## src/rtl/ifid_fetch_queue_if.sv

```systemverilog
// IF/ID fetch-queue bus: IF-side push/back-pressure plus ID-side head, stall and flush.
interface ifid_fetch_queue_if #(
  parameter int unsigned DATA_W = 32,
  parameter int unsigned PC_W   = 32,
  parameter int unsigned DEPTH  = 4
);
  localparam int unsigned CW = $clog2(DEPTH) + 1;

  logic              push_i;
  logic [DATA_W-1:0] instr_i;
  logic [PC_W-1:0]   pc_i;
  logic              full_o;
  logic              stall_i;
  logic              MemStall_in;
  logic              flush_i;
  logic              valid_o;
  logic [DATA_W-1:0] instr_o;
  logic [PC_W-1:0]   pc_o;
  logic [CW-1:0]     count_o;

  modport master (
    output push_i, instr_i, pc_i, stall_i, MemStall_in, flush_i,
    input  full_o, valid_o, instr_o, pc_o, count_o
  );

  modport slave (
    input  push_i, instr_i, pc_i, stall_i, MemStall_in, flush_i,
    output full_o, valid_o, instr_o, pc_o, count_o
  );
endinterface

```

## src/rtl/ifid_fetch_queue.sv

```systemverilog
// DEPTH-entry {instr, pc} FIFO decoupling IF from ID; keeps stall/MemStall/flush semantics.
module ifid_fetch_queue #(
  parameter int unsigned DATA_W = 32,
  parameter int unsigned PC_W   = 32,
  parameter int unsigned DEPTH  = 4
) (
  input  logic               clk_i,
  input  logic               rst_i,
  ifid_fetch_queue_if.slave  bus
);
  localparam int unsigned AW = $clog2(DEPTH);
  localparam int unsigned CW = AW + 1;

  logic [DATA_W-1:0] instr_mem_q [DEPTH];
  logic [PC_W-1:0]   pc_mem_q    [DEPTH];

  logic [AW-1:0] wp_q, wp_d;
  logic [AW-1:0] rp_q, rp_d;
  logic [CW-1:0] cnt_q, cnt_d;

  logic valid, full, pop, acc, we;

  always_comb begin
    valid = (cnt_q != '0);
    full  = (cnt_q == CW'(DEPTH));
    pop   = valid & ~bus.stall_i & ~bus.MemStall_in;
    acc   = bus.push_i & ~bus.MemStall_in & (~full | pop);
    we    = acc & ~bus.flush_i & ~rst_i;

    wp_d  = wp_q;
    rp_d  = rp_q;
    cnt_d = cnt_q;
    // Flush discards the whole queue and any same-cycle push/pop, even under MemStall.
    if (bus.flush_i) begin
      wp_d  = '0;
      rp_d  = '0;
      cnt_d = '0;
    end else begin
      if (acc) wp_d = wp_q + AW'(1);
      if (pop) rp_d = rp_q + AW'(1);
      cnt_d = cnt_q + CW'(acc) - CW'(pop);
    end
  end

  always_ff @(posedge clk_i) begin
    if (rst_i) begin
      wp_q  <= '0;
      rp_q  <= '0;
      cnt_q <= '0;
    end else begin
      wp_q  <= wp_d;
      rp_q  <= rp_d;
      cnt_q <= cnt_d;
    end
  end

  always_ff @(posedge clk_i) begin
    if (we) begin
      instr_mem_q[wp_q] <= bus.instr_i;
      pc_mem_q[wp_q]    <= bus.pc_i;
    end
  end

  // Outputs come only from registered state; an empty queue presents a zero bubble.
  always_comb begin
    bus.valid_o = valid;
    bus.full_o  = full;
    bus.count_o = cnt_q;
    bus.instr_o = valid ? instr_mem_q[rp_q] : '0;
    bus.pc_o    = valid ? pc_mem_q[rp_q]    : '0;
  end
endmodule

```

## src/flat_wrapper.sv

```systemverilog
// flat-port wrapper written by rule: the top's interface ports become plain ports
module ifid_fetch_queue_flat 
#(
  parameter int unsigned DATA_W = 32,
  parameter int unsigned PC_W   = 32,
  parameter int unsigned DEPTH  = 4
)
  (clk_i, rst_i, bus_push_i, bus_instr_i, bus_pc_i, bus_stall_i, bus_MemStall_in, bus_flush_i, bus_full_o, bus_valid_o, bus_instr_o, bus_pc_o, bus_count_o);
  ifid_fetch_queue_if #(.DATA_W(DATA_W), .PC_W(PC_W), .DEPTH(DEPTH)) bus_i ();
  input  logic clk_i;
  input  logic rst_i;
  input wire logic [$bits(bus_i.push_i)-1:0] bus_push_i;
  input wire logic [$bits(bus_i.instr_i)-1:0] bus_instr_i;
  input wire logic [$bits(bus_i.pc_i)-1:0] bus_pc_i;
  input wire logic [$bits(bus_i.stall_i)-1:0] bus_stall_i;
  input wire logic [$bits(bus_i.MemStall_in)-1:0] bus_MemStall_in;
  input wire logic [$bits(bus_i.flush_i)-1:0] bus_flush_i;
  output wire logic [$bits(bus_i.full_o)-1:0] bus_full_o;
  output wire logic [$bits(bus_i.valid_o)-1:0] bus_valid_o;
  output wire logic [$bits(bus_i.instr_o)-1:0] bus_instr_o;
  output wire logic [$bits(bus_i.pc_o)-1:0] bus_pc_o;
  output wire logic [$bits(bus_i.count_o)-1:0] bus_count_o;
  assign bus_i.push_i = bus_push_i;
  assign bus_i.instr_i = bus_instr_i;
  assign bus_i.pc_i = bus_pc_i;
  assign bus_i.stall_i = bus_stall_i;
  assign bus_i.MemStall_in = bus_MemStall_in;
  assign bus_i.flush_i = bus_flush_i;
  assign bus_full_o = bus_i.full_o;
  assign bus_valid_o = bus_i.valid_o;
  assign bus_instr_o = bus_i.instr_o;
  assign bus_pc_o = bus_i.pc_o;
  assign bus_count_o = bus_i.count_o;
  ifid_fetch_queue #(.DATA_W(DATA_W), .PC_W(PC_W), .DEPTH(DEPTH)) u_core (.clk_i(clk_i), .rst_i(rst_i), .bus(bus_i));
endmodule
```

## config.mk

```make
export PLATFORM = sky130hd
export DESIGN_NAME = ifid_fetch_queue_flat
export DESIGN_NICKNAME = d
export VERILOG_FILES = /design/src/rtl/ifid_fetch_queue_if.sv /design/src/rtl/ifid_fetch_queue.sv /design/src/flat_wrapper.sv
export SDC_FILE = /design/constraint.sdc
export NUM_CORES = 1
export LEC_CHECK = 0
export CORE_MARGIN = 2
export CORE_UTILIZATION = 55
export DETAILED_ROUTE_END_ITERATION = 10
export GPL_ROUTABILITY_DRIVEN = 0
export HOLD_SLACK_MARGIN = 0.05
export PLACE_DENSITY = 0.8
export SYNTH_ARGS = -nofsm -noshare
export SYNTH_HDL_FRONTEND = slang
export SYNTH_SLANG_ARGS = --single-unit
export TNS_END_PERCENT = 10
```

## constraint.sdc

```tcl
create_clock -name clk_i -period 5.5 [get_ports clk_i]
set_input_delay 1.1 -clock clk_i [delete_from_list [all_inputs] [get_ports clk_i]]
set_output_delay 1.1 -clock clk_i [all_outputs]
set_load 0.05 [all_outputs]
```

==> impl_metrics.env <==
export IMPL_syn_to_final_growth_pct=22.77
export IMPL_ys_top_cells_by_area="edfxtp_1 (75%), mux4_2 (13%), and2_1 (4.1%)"
export IMPL_synth_top_area_share_pct=75.12
export IMPL_syn_num_nets=535
export IMPL_hold_viol_final=0
export IMPL_switchingPower_uw=859.5
export IMPL_cpLargestDelayFamily="buffers and inverters"
export IMPL_grt_pass1_vias=5234
export IMPL_critPathArrivalTime_ns=3.17
export IMPL_vias=4809
export IMPL_grt_pass1_wl_um=28580
export IMPL_place_inst=804
export IMPL_fmax_mhz=234.0
export IMPL_rows=49
export IMPL_cts_root_buf="clkbuf_16"
export IMPL_cts_sinks=265
export IMPL_htreeDepth=1
export IMPL_synth_flop_cell="edfxtp_1"
export IMPL_cp_end_kind="primary output"
export IMPL_skew_ns=0.01641
export IMPL_clock_power_share_pct=40.0
export IMPL_slew_headroom_pct=31.51
export IMPL_boundaryPins=139
export IMPL_power_frac_seq_pct=53.4
export IMPL_dpl_hpwl_um=9834
export IMPL_p_int_uw=3319
export IMPL_drtIter0Drc=205
export IMPL_synthCells=458
export IMPL_hold_class="reg -> reg"
export IMPL_ant_nets=0
export IMPL_synth_seq_area_share_pct=76.88
export IMPL_clk_latency_ns=0.52
export IMPL_antenna_found_initial=1
export IMPL_core_area_um2=18090
export IMPL_fin_crit_sh_pct=77.70
export IMPL_grt_start_max_net_pins=69
export IMPL_die_area_um2=19710
export IMPL_drc=0
export IMPL_totalWireLength_um=18050
export IMPL_critPathRequiredTime_ns=4.40
export IMPL_stdcell_count=851
export IMPL_worst_path_max_delay_cell="dfxtp_4"
export IMPL_start_kind="flop"
export IMPL_dr_pass1_iters=4
export IMPL_fin_setup_tns_ns=0
export IMPL_peakVddDrop_uv=271.3
export IMPL_rsz0062_at_grt="no"
export IMPL_final_nets=680
export IMPL_postCtsSetupBuffers=0
export IMPL_power_leakage_uw=0.003952
export IMPL_ys_warn_count=0
export IMPL_die_h_um=140.4
export IMPL_ctsHoldBuffers=0
export IMPL_cts_tree="built"
export IMPL_cts_buffers=26
export IMPL_synth_area_um2=10230
export IMPL_async_flop_share_pct=0
export IMPL_synth_edf_count=256
export IMPL_overflow=0
export IMPL_wl_per_cell_um=21.21
export IMPL_switching_share_pct=20.57
export IMPL_power_density_nw_per_um2=332.6
export IMPL_worst_setup_path_type="reg -> out"
export IMPL_path_max_fanout=41
export IMPL_die_w_um=140.4
export IMPL_drv_cap=0
export IMPL_multi_input_area_um2=2171
export IMPL_register_area_um2=7875
export IMPL_grt_usage_pct=18.81
export IMPL_combPwrFrac_pct=6.7
export IMPL_setup_viol=0
export IMPL_slowest_delay_ns=0.87
export IMPL_cts_resized=0
export IMPL_synth_avg_cell_area_um2=22.34
export IMPL_worst_pin_slew_ns=1.027
export IMPL_status="complete, no violations"
export IMPL_slew_viol_final=0
export IMPL_crit_chain="buf_12, mux4_2, and2_1, clkdlybuf4s50_1"
export IMPL_cp_buffers_inverters=2
export IMPL_yosys_area_top_type="edfxtp_1"
export IMPL_layout_drive_gt1_share_pct=16.43
export IMPL_initial_core_util_pct=56.58
export IMPL_vias_per_cell=5.651
export IMPL_period_needed_ns=4.273
export IMPL_r2r_slack_ns=2.70
export IMPL_ys_types=28
export IMPL_cts_buffer_depth=3
export IMPL_fillers=1121
export IMPL_synth_seq_cells=265
export IMPL_port_buffers=138
export IMPL_clk_pin_slew_ns=0.06
-- logic make-up after synthesis --
family | Yosys count | synth area share [%]
mux | 66 | 14.43
flops | 265 | 76.88
fa+ha+maj | 7 | 0.9292
buf+inv | 27 | 2.103
xor+xnor | 2 | 0.1712
compound gates | 4 | 0.2201
simple gates | 87 | 5.269
-- final cells by class --
type                    instances  share of cell area, %
repair buffers                139                  11.15
multi-input cells             166                  17.28
clock inverters                15                 0.9362
flip-flops and latches        265                  62.68
well taps                     229                  2.281
diodes                          1                0.01992
inverters                       5                 0.1494
clock buffers                  31                  5.497
-- metal layers --
metal,share of wire (%),GRT usage [%]
met5,0,0
met3,6.2,4.239
met1,41,24.23
met4,2.1,4.944
met2,51,32.82
-- worst paths after layout --
path,start,endpoint,cells past startpoint
max,flop,bus_instr_o[5],4
min,u_core.rp_q[1],flop,2
max reg2reg,u_core.bus.count_o[1],u_core.bus.count_o[2],10
min reg2reg,u_core.rp_q[1],flop,2
-- cells in the mapped netlist, types with 2 or more instances --
library cell and number:
mux2i_1 2, nand2_1 4, mux4_1 4, and3_1 4, mux4_2 60, inv_1 5, xnor2_1 2, nor2_1 3
buf_2 6, and2_1 67, edfxtp_1 256, o21ai_0 3, clkbuf_1 8, buf_12 6, or3_1 2, ha_1 6
dfxtp_1 9
-- worst register-to-register path: stages (launching register included) --
cell and delay (ns):
dfxtp_1 0.38, or3_4 0.69, and2_1 0.29, ha_1 0.27, inv_1 0.05, ha_1 0.13, inv_1 0.05, fa_1 0.40
xnor2_1 0.15, xnor2_1 0.12, and2_1 0.16
-- power by group through the flow --
| stage | sequential [uW] | combinational [uW] | clock, uW |
|---|---|---|---|
| after floorplan | 2270 | 148 | 0 |
| after global placement | 2270 | 275 | 0 |
| after detailed placement | 2270 | 280 | 0 |
| after CTS | 2230 | 282 | 1710 |
| after global routing | 2230 | 294 | 1780 |
| final | 2230 | 279 | 1670 |
-- stage by stage --
stage	utilization [%]	total power (uW)	worst slack, ns	cell area, um2	hold WS [ns]
after floorplan	-	2422	1.902	10230	0.4496
after global placement	64.98	2547	1.702	11750	0.4527
after detailed placement	64.98	2553	1.686	11750	0.4709
after CTS	69.45	4218	1.139	12560	0.4832
after global routing	69.45	4309	0.9934	12560	0.5115
final	69.46	4179	1.227	12560	0.4815
-- state kept, by name, indices dropped and copies added, names as in the netlist, named ones only --
signal / flops
u_core.rp_q: 2
u_core.wp_q: 2
u_core.instr_mem_q: 128
u_core.bus.count_o: 3
u_core.pc_mem_q: 128
-- cell usage in the layout, fill, tap and decap left out, types with 4 or more instances in the layout --
master,n
mux4_1,4
clkdlybuf4s50_1,138
clkbuf_16,27
dfxtp_1,7
and3_4,4
inv_1,5
edfxtp_1,256
mux4_2,60
clkbuf_1,4
and2_1,67
nand2_1,4
ha_1,6
clkinv_1,9
(Power assumes the default switching activity.)
